==> config.mk <==
export PLATFORM = sky130hd
export DESIGN_NAME = store_buffer_unit
export DESIGN_NICKNAME = d
export VERILOG_FILES = /design/src/rtl/store_buffer_unit.sv
export SDC_FILE = /design/constraint.sdc
export NUM_CORES = 1
export LEC_CHECK = 0
export ABC_AREA = 1
export BUFFER_PORTS_ARGS = -buffer_cell sky130_fd_sc_hd__buf_2
export CAP_MARGIN = 5
export CORE_ASPECT_RATIO = 1.1
export CORE_UTILIZATION = 60
export CTS_CLUSTER_SIZE = 10
export DETAILED_ROUTE_END_ITERATION = 7
export PLACE_DENSITY = 0.92
export SLEW_MARGIN = 20
export SYNTH_ARGS = -nofsm -noshare
export SYNTH_HDL_FRONTEND = slang
export SYNTH_SLANG_ARGS = --single-unit
==> constraint.sdc <==
create_clock -name clk -period 11.26 [get_ports clk]
set_input_delay 1.689 -clock clk [delete_from_list [all_inputs] [get_ports clk]]
set_output_delay 1.689 -clock clk [all_outputs]
set_load 0.005 [all_outputs]
==> src/rtl/store_buffer_unit.sv <==
// Decodes MIPS sb/sh/sw, forms byte-lane enables and replicated data, and queues
// aligned stores in an in-order write buffer drained to memory over valid/ready.
module store_buffer_unit #(
  parameter int ADDR_W = 32,
  parameter int DEPTH  = 4,
  parameter int CNT_W  = $clog2(DEPTH + 1)
) (
  input  logic              clk,
  input  logic              reset,
  input  logic              instr_valid,
  input  logic [31:0]       instruction,
  input  logic [31:0]       Read_data1,
  input  logic [31:0]       Read_data2,
  output logic              stall,
  output logic [ADDR_W-1:0] address,
  output logic              write_enable,
  output logic [31:0]       write_data,
  output logic [3:0]        byte_en,
  input  logic              mem_ready,
  output logic              misaligned_err,
  output logic [CNT_W-1:0]  count
);

  localparam int PTR_W = (DEPTH > 1) ? $clog2(DEPTH) : 1;
  localparam logic [5:0] OP_SB = 6'h28;
  localparam logic [5:0] OP_SH = 6'h29;
  localparam logic [5:0] OP_SW = 6'h2B;

  logic [5:0]        opcode;
  logic [31:0]       imm_sext;
  logic [31:0]       ea_full;
  logic [ADDR_W-1:0] ea;
  logic              is_store;
  logic              aligned;
  logic [3:0]        be_new;
  logic [31:0]       data_new;
  logic              store_req;
  logic              full;
  logic              push;
  logic              pop;
  logic              head_vld;
  logic              unused_ok;

  logic [ADDR_W-3:0] ent_addr_q [DEPTH];
  logic [3:0]        ent_be_q   [DEPTH];
  logic [31:0]       ent_data_q [DEPTH];
  logic [PTR_W-1:0]  wr_ptr_q;
  logic [PTR_W-1:0]  rd_ptr_q;
  logic [CNT_W-1:0]  count_q;
  logic [CNT_W-1:0]  count_d;
  logic              err_q;

  assign opcode    = instruction[31:26];
  assign imm_sext  = {{16{instruction[15]}}, instruction[15:0]};
  assign ea_full   = Read_data1 + imm_sext;
  assign ea        = ea_full[ADDR_W-1:0];
  assign unused_ok = ^{instruction[25:16], ea_full};

  always_comb begin
    is_store = 1'b0;
    aligned  = 1'b1;
    be_new   = 4'b0000;
    data_new = 32'h0;
    case (opcode)
      OP_SB: begin
        is_store = 1'b1;
        be_new   = 4'b0001 << ea[1:0];
        data_new = {4{Read_data2[7:0]}};
      end
      OP_SH: begin
        is_store = 1'b1;
        aligned  = ~ea[0];
        be_new   = ea[1] ? 4'b1100 : 4'b0011;
        data_new = {2{Read_data2[15:0]}};
      end
      OP_SW: begin
        is_store = 1'b1;
        aligned  = (ea[1:0] == 2'b00);
        be_new   = 4'b1111;
        data_new = Read_data2;
      end
      default: ;
    endcase
  end

  // Fullness is judged on the pre-pop count, so a same-cycle pop never frees a slot.
  assign store_req = instr_valid & is_store;
  assign full      = (count_q == CNT_W'(DEPTH));
  assign head_vld  = (count_q != '0);
  assign push      = store_req & aligned & ~full;
  assign pop       = head_vld & mem_ready;
  assign stall     = reset & store_req & aligned & full;
  assign count_d   = count_q + CNT_W'(push) - CNT_W'(pop);

  always_ff @(posedge clk) begin
    if (!reset) begin
      wr_ptr_q <= '0;
      rd_ptr_q <= '0;
      count_q  <= '0;
      err_q    <= 1'b0;
    end else begin
      if (push) begin
        ent_addr_q[wr_ptr_q] <= ea[ADDR_W-1:2];
        ent_be_q[wr_ptr_q]   <= be_new;
        ent_data_q[wr_ptr_q] <= data_new;
        wr_ptr_q             <= wr_ptr_q + 1'b1;
      end
      if (pop) begin
        rd_ptr_q <= rd_ptr_q + 1'b1;
      end
      count_q <= count_d;
      err_q   <= store_req & ~aligned;
    end
  end

  // Entry storage is never reset, so head fields are masked while empty.
  assign write_enable   = head_vld;
  assign address        = head_vld ? {ent_addr_q[rd_ptr_q], 2'b00} : '0;
  assign byte_en        = head_vld ? ent_be_q[rd_ptr_q] : 4'b0000;
  assign write_data     = head_vld ? ent_data_q[rd_ptr_q] : 32'h0;
  assign misaligned_err = err_q;
  assign count          = count_q;

endmodule

* Word level (Yosys, flattened, before mapping)
Memories as Yosys holds them, arrays and structs flattened. A register that Yosys moved wholly into a read port is not among the register bits. Index checks and enable logic that the tools add are counted. W data, S select, Z words.
Storage, ports and cells: flip-flop bits (word level) 8, memory bits (writable) 264, bits of input ports 100, output and inout bits 74, word-level logic and storage cells 48, memories kept 3
Cells by class: add/sub/neg operators 5, equal/unequal tests 4, shift operators 1, muxes and demuxes 17, bitwise gates (word level) 11, reductions and logical operators 3
Memory list:
- ent_data_q | depth 4, bits a word 32, rd ports 1, clocked after memory_dff 1, write ports 1, line 46 | logic [31:0] ent_data_q [DEPTH];
- ent_addr_q | depth 4, bits a word 30, rd ports 1, clocked after memory_dff 1, write ports 1, line 44 | logic [ADDR_W-3:0] ent_addr_q [DEPTH];
- ent_be_q | depth 4, bits a word 4, rd ports 1, clocked after memory_dff 1, write ports 1, line 45 | logic [3:0] ent_be_q [DEPTH];
Operator list (count):
- $pmux W32 S3 | 1
- $mux W32 | 2
- $add A32 B32 Y32 | 1
- $eq A6 B6 Y1 const B | 3
- $mux W2 | 6
- $pmux W4 S3 | 1
- $and A1 B1 Y1 | 8
- $mux W4 | 2
- $add A2 B1 Y2 const B | 2
- $mux W1 | 4
- $shl A1 B2 Y4 const A | 1
- $add A3 B1 Y3 | 1
- $eq A3 B3 Y1 const B | 1
- $not A1 Y1 | 3
- $reduce_bool A3 Y1 | 1
- $reduce_or A3 Y1 | 1
- $sub A3 B1 Y3 | 1
- $logic_not A2 Y1 | 1
- $pmux W1 S2 | 1

* Longest topological paths before layout
Gate-level depths: netlist of the first run.
depth in word-level cells 9, gate-level depth with buffers 14, depth with buffers taken out 14

* Least setup slack after synthesis of the first run
Ideal clock, no wire load.
kind input -> register, from input instruction[0], to memory ent_addr_q[0][0] (netlist bit), enable pin, setup time 0.437 ns, arrival 4.621 ns, data required time 10.823 ns, slack 6.202 ns, stages 9, path buffers 0, cell sequence ha_1 -> inv_1 -> fa_1 -> inv_1 -> nand3_2 -> nand2_2 -> nor2_4 -> nand2_4 -> nor2_2
Between the ends: cells in the longest elaborated chain, start to end 8, elaborated cells between the ends (all ways) 9, classes of those cells add/sub: 1; mux: 4; bitwise: 3; reduce/logical: 1
RTL lines:
- from (decl) | line 11 | input logic [31:0] instruction,
- $add A32 B32 Y32 (*) | line 55 | assign ea_full = Read_data1 + imm_sext;
- $logic_not A2 Y1 / $not A1 Y1 (equally long branches) | line 78, 72
- $pmux W1 S2 (*) | line 64 | case (opcode)
- $and A1 B1 Y1 (*) (2 in a row) | line 90 | assign push = store_req & aligned & ~full;
- $mux W1 (*) | line 102 | if (push) begin
- $mux W1 (*) | line 96 | if (!reset) begin
- $mux W1 (not written as such) (*) | line 103 | ent_addr_q[wr_ptr_q] <= ea[ADDR_W-1:2];
- to (decl) | line 44
Every way passes the cells marked *; elsewhere a longest branch is shown, timed or not.

* Final worst setup path of the first run
from input instruction[0], to output stall
Between the ends: cells in the longest elaborated chain, start to end 5, elaborated cells between the ends (all ways) 6, classes of those cells add/sub: 1; mux: 1; bitwise: 3; reduce/logical: 1
RTL lines:
- $add A32 B32 Y32 (*) | line 55
- $logic_not A2 Y1 / $not A1 Y1 (equally long branches) | line 78, 72
- $pmux W1 S2 (*) | line 64
- $and A1 B1 Y1 (*) (2 in a row) | line 92 | assign stall = reset & store_req & aligned & full;
- to (decl) | line 14 | output logic stall,
Marked as above.

==> results.cfg, run 1 <==
[die]
num_io_pins = 174
start_util_pct = 61.6
die_w_um = 146
core-area_um2 = 22200
die-area_um2 = 23400
num_rows = 57
die_h_um = 160

[setup_path]
cp.arrival_ns = 3.56
timing_worst_setup_path_type = input port to output port
path_max_fanout = 4
worst_setup_path_start_kind = input port
crit_buf_inv = 4
endpoint_kind = output port
cp_slowest_stage_delay_ns = 0.63
critical_path.cell_chain = buf_2 -> ha_1 -> inv_1 -> fa_1 -> inv_1 -> nand3_2 -> nand2_2 -> nor3_1 -> buf_2
cp_top_family = adder cells
critical_path.slowest_cell = fa_1
crit_required_ns = 9.57

[clock_network]
insertion_delay_ns = 0.53
ctsRootBufferMaster = clkbuf_16
cts-hold-fix-buffers = 0
cts_buffers = 31
cts_tree = yes
htreeDepth = 1
clock_sinks = 274
cts.path.max_buffers = 3
cts_setup_buffers = 0
clk_pin_slew_ns = 0.06
postCtsResizedCells = 0

[sta]
max_freq_mhz = 190
slew_headroom_pct = 32.6
worst_clock_skew_ns = 0.0102
rsz0062_at_grt = false
fin_setup_tns_ns = 0
period_share_pct = 46.7
report.final.slew_viol_count = 0
finalHoldViolCount = 0
layout_min_cycle_time_ns = 5.25
finalSetupViolations = 0
setup_ws_ns = 6.01
worst_slew_pin_slew_ns = 1.01

[grt]
grt_pass1_wl_um = 50200
grt_pass1_vias = 10200
globalRouteOverflowTotal = 0
grt_max_degree = 85
grtUsageTotal_pct = 27.4
antenna_found_initial = 0

[power]
p_per_area_nw_per_um2 = 180
power.share.combinational_pct = 27.3
power_leakage_nw = 6.65
peakVddDrop_uv = 143
switching_share_pct = 31.7
p_int_w = 0.00190
p_switching_w = 0.000882
power_frac_seq_pct = 42.7
p_clk_share_pct = 30.0

[placed_design]
pre_cts_slack_ns = 5.99
dp_hpwl_um = 20500
place_congestion = 0.962
place.port_buffers = 161

[logic_synthesis]
syn_inst = 1455
avgSynthCellArea_um2 = 9.39
synth.distinct_cells = 40
synth_area_um2 = 13700
yosys-top-cells-area = edfxtp_1 (58%), nor2_1 (8.7%), nand2_1 (7.2%)
synth_top_cell_by_area = edfxtp_1
ys_ff_latch = 274
synth_top_area_share_pct = 58.0
ys_warn_count = 0
seq_area_frac_synth_pct = 59.5

[finish]
final_common_cell = nor2_1
fill_cells = 1551
mostFrequentLayoutCells = nor2_1 (318), edfxtp_1 (264), nand2_1 (262)
num_antenna_cells = 0
layout-drive-gt1-share_pct = 14.8
final_nets = 1740
areaGrowthSynthToFinish_pct = 13.2

[drt]
postRouteAntennaNets = 0
drc = 0
drt_iter0_drc = 849
wire_per_inst_um = 16.5
wl_um = 31400
num_vias = 10500
drt-vias-per-instance = 5.50
first_pass_iters = 5

[worst_hold_path]
hp-class = register to register

[run]
max-cap-violations = 0

[status]
outcome = completed
synth_stat cells (all sizes together):
cell type and instances:
dfxtp 10, buf 36, edfxtp 264, nor3 5, o21bai 3, o31ai 4
nor2 327, fa 2, xor2 12, or2 1, clkbuf 21, nand4 6
conb 1, inv 167, clkinv 1, nand3 30, o21ai 153, o211ai 1
xnor2 4, a21oi 92, o22ai 8, a21o 1, ha 37, nand2 269
power groups by stage:
stage	Clock, W	Combinational [W]	Sequential [W]
after floorplan	0	0.000493	0.00117
after global placement	0	0.000727	0.00121
after detailed placement	0	0.000749	0.00121
after CTS	0.000846	0.000756	0.00119
after global routing	0.000894	0.000844	0.00119
final	0.000837	0.000760	0.00119
worst register-to-register path, stage by stage, from the launching register on:
cell and delay (ns):
dfxtp_1 0.46, nor2_1 0.08, nand2_1 0.13, nand2_2 0.09, nor2_4 0.18, nand2_4 0.13
nor2_4 0.76, buf_4 0.66
cell families (layout without fill, tap and decap cells):
| logic type | after synthesis | after routing | synth area share [%] |
|---|---|---|---|
| XOR/XNOR | 16 | 16 | 1.03 |
| buffers and inverters | 225 | 381 | 6.81 |
| flip-flops | 274 | 274 | 59.5 |
| AO/OA/AOI/OAI | 262 | 262 | 10.2 |
| adder cells (fa/ha/maj) | 39 | 39 | 3.68 |
| AND/OR/NAND/NOR | 638 | 638 | 18.8 |
| other | 1 | 2 | 0.0274 |
metal layers:
layer  global-route usage, %  share of wire [%]  up-vias
li1                        -                  -     5097
met5                       0                  0        -
met3                    3.46                8.8       81
met4                    9.90                3.1        0
met1                    33.6                 37     4784
met2                    49.5                 51      525
registers in the layout, summed over array words and instances (netlist names), named ones only:
register and flops:
ent_data_q 128, ent_addr_q 120, misaligned_err 1, count 3, wr_ptr_q 2, rd_ptr_q 2, ent_be_q 16
metrics by stage:
stage,util (%),power (W),std cells,hold slack (ns),area [um^2]
global route,69.7,0.00293,1907,0.499,15500
detailed placement,66.0,0.00196,1863,0.464,14600
finish,69.7,0.00279,1907,0.471,15500
floorplan,-,0.00166,1456,0.437,13700
CTS,69.7,0.00279,1907,0.476,15500
global placement,66.0,0.00194,1863,0.436,14600
path summary, 6_finish.rpt:
kind,from,to,slack (ns),depth (start not counted)
setup reg to reg,count[1],ent_data_q[3][5],8.37,7
hold reg to reg,rd_ptr_q[1],register,0.47,2
hold / removal,rd_ptr_q[1],register,0.47,2
setup / recovery,instruction[0],stall,6.01,9
final cells by class:
cell class	instances	area, um^2	area share (%)
clock buffers	43	821	5.31
repair buffers	169	866	5.60
clock inverters	1	8.76	0.0566
multi-input cells	957	4630	30.0
well taps	295	369	2.39
flip-flops and latches	274	8140	52.6
inverters	168	632	4.09
No activity file was read; power rests on OpenSTA's default activity.
==> inputs of run 2 (changes only) <==
CORE_UTILIZATION = 58   (was 60)
PLACE_DENSITY = 0.9   (was 0.92)
clock period = 5.4 ns   (was 11.26 ns; I/O delays follow)
==> run 2 against run 1 <==
Clock power up 120%. Cell area up 0.85%. Critical path depth down 4. Hold slack worse by 0.012 ns. Clock skew down 0.00090 ns. Routed wire length up 0.33%. Global-route usage down 1.3 points. Sequential cell count unchanged. Highest routed layer unchanged. Sequential share of layout area down 0.46 points. Sequential power up 110%. Combinational power up 120%.
==> results.cfg, run 2 (synthesis results as in run 1) <==
[clock_network]
cts_tree = yes
postCtsResizedCells = 0
clk_pin_slew_ns = 0.06
clock_sinks = 274
cts.path.max_buffers = 3
cts_setup_buffers = 0
insertion_delay_ns = 0.55
cts-hold-fix-buffers = 0
cts_buffers = 31
htreeDepth = 1
ctsRootBufferMaster = clkbuf_16

[setup_path]
critical_path.cell_chain = clkinv_2 -> buf_4 -> o21ai_0 -> a21oi_1 -> buf_2
crit_buf_inv = 3
crit_required_ns = 4.59
crit_end = write_data[8]
cp_slowest_stage_delay_ns = 0.91
timing_worst_setup_path_type = register to output port
reg2reg_slack_ns = 2.74
cp.arrival_ns = 3.45
r2r_start = count[1]
cp_top_family = buffers and inverters
path_max_fanout = 75
critical_path.slowest_cell = clkinv_2
endpoint_kind = output port
crit_cells = 5
worst_setup_path_start_kind = register
r2r_cells = 9
r2r-end = count[2]

[placed_design]
place.port_buffers = 161
dp_hpwl_um = 20700
place_congestion = 0.973

[sta]
finalHoldViolCount = 0
layout_min_cycle_time_ns = 4.26
worst_slew_pin_slew_ns = 0.915
period_share_pct = 78.8
fin_setup_tns_ns = 0
report.final.slew_viol_count = 0
rsz0062_at_grt = false
finalSetupViolations = 0
slew_headroom_pct = 38.9
worst_clock_skew_ns = 0.00932
max_freq_mhz = 235

[drt]
num_vias = 10600
wire_per_inst_um = 16.3
wl_um = 31500
first_pass_iters = 6
drc = 0
postRouteAntennaNets = 0
drt-vias-per-instance = 5.48
drt_iter0_drc = 926

[power]
switching_share_pct = 32.1
power.share.combinational_pct = 27.6
p_switching_w = 0.00190
p_int_w = 0.00402
peakVddDrop_uv = 248
power_frac_seq_pct = 41.5
p_per_area_nw_per_um2 = 379
p_clk_share_pct = 30.9
power_leakage_nw = 6.71

[die]
num_io_pins = 174
num_rows = 58
core-area_um2 = 23000
die-area_um2 = 24200
die_w_um = 148
die_h_um = 163
start_util_pct = 59.4

[finish]
layout-drive-gt1-share_pct = 15.0
final_common_cell = nor2_1
areaGrowthSynthToFinish_pct = 14.2
fill_cells = 1624
final_nets = 1746
largest_reg_flops = 128
regMostFlops = ent_data_q
final_util_pct = 67.8
mostFrequentLayoutCells = nor2_1 (318), edfxtp_1 (264), nand2_1 (262)
num_antenna_cells = 0
reg_top3 = ent_data_q (128), ent_addr_q (120), ent_be_q (16)

[grt]
antenna_found_initial = 0
grt_pass1_vias = 9996
grt_pass1_wl_um = 48700
grt_max_degree = 76
globalRouteOverflowTotal = 0
grtUsageTotal_pct = 26.1

[status]
outcome = completed

[worst_hold_path]
hp-class = register to register
hp-start = rd_ptr_q[1]

[run]
max-cap-violations = 0
run 2: cell types whose count changed in the layout (fill, tap and decap cells not counted):
cell / delta
clkbuf_1: +13
buf_4: +4
buf_12: +2
dfxtp_2: +1
dfxtp_4: -1
inv_6: +1
run 2: final cells by class:
class	instances	area, um^2	area share [%]
Multi-Input combinational cell	957	4630	29.7
Tap cell	300	375	2.41
Inverter	168	632	4.05
Sequential cell	274	8130	52.1
Clock inverter	2	17.5	0.112
Clock buffer	56	870	5.58
Timing Repair Buffer	175	936	6.00
run 2: power by group through the flow:
| stage | Clock [W] | Combinational [W] | Sequential [W] |
|---|---|---|---|
| 2_1_floorplan | 0 | 0.00103 | 0.00244 |
| 3_3_place_gp | 0 | 0.00157 | 0.00249 |
| 3_5_place_dp | 0 | 0.00161 | 0.00250 |
| 4_1_cts | 0.00184 | 0.00163 | 0.00245 |
| 5_1_grt | 0.00193 | 0.00179 | 0.00246 |
| 6_report | 0.00183 | 0.00164 | 0.00245 |
run 2: worst register-to-register path: stages (launching register included):
cell and delay (ns):
dfxtp_1 0.38, nor3_4 0.22, buf_4 0.54, nor2_1 0.24
ha_1 0.33, inv_1 0.04, ha_1 0.19, fa_1 0.37
o21ai_0 0.17, a21oi_1 0.05
run 2: per-stage QoR:
stage | setup slack (ns) | instance area, um^2 | power (W) | instances | hold slack, ns
floorplan | 1.22 | 13700 | 0.00347 | 1456 | 0.437
global placement | 1.54 | 14700 | 0.00406 | 1874 | 0.441
detailed placement | 1.50 | 14700 | 0.00411 | 1874 | 0.447
CTS | 1.15 | 15600 | 0.00593 | 1932 | 0.455
global route | 0.901 | 15600 | 0.00619 | 1932 | 0.484
finish | 1.14 | 15600 | 0.00592 | 1932 | 0.458
run 2: worst min-delay path by stage:
stage / end / slack, ns / cells after the start
4_1_cts: register / 0.46 / 2
3_5_place_dp: register / 0.45 / 2
3_3_place_gp: register / 0.44 / 2
5_1_grt: register / 0.48 / 2
6_report: register / 0.46 / 2
2_1_floorplan: register / 0.44 / 2
run 2: routing by layer:
metal / GRT usage [%] / up-vias / share of wire, % / routed length [um]
met2: 46.6 / 519 / 50 / 15900
met4: 10.9 / 0 / 3.1 / 968
met1: 31.6 / 4891 / 38 / 12000
met3: 3.92 / 67 / 8.7 / 2740
met5: 0 / - / 0 / 0
li1: - / 5115 / - / -
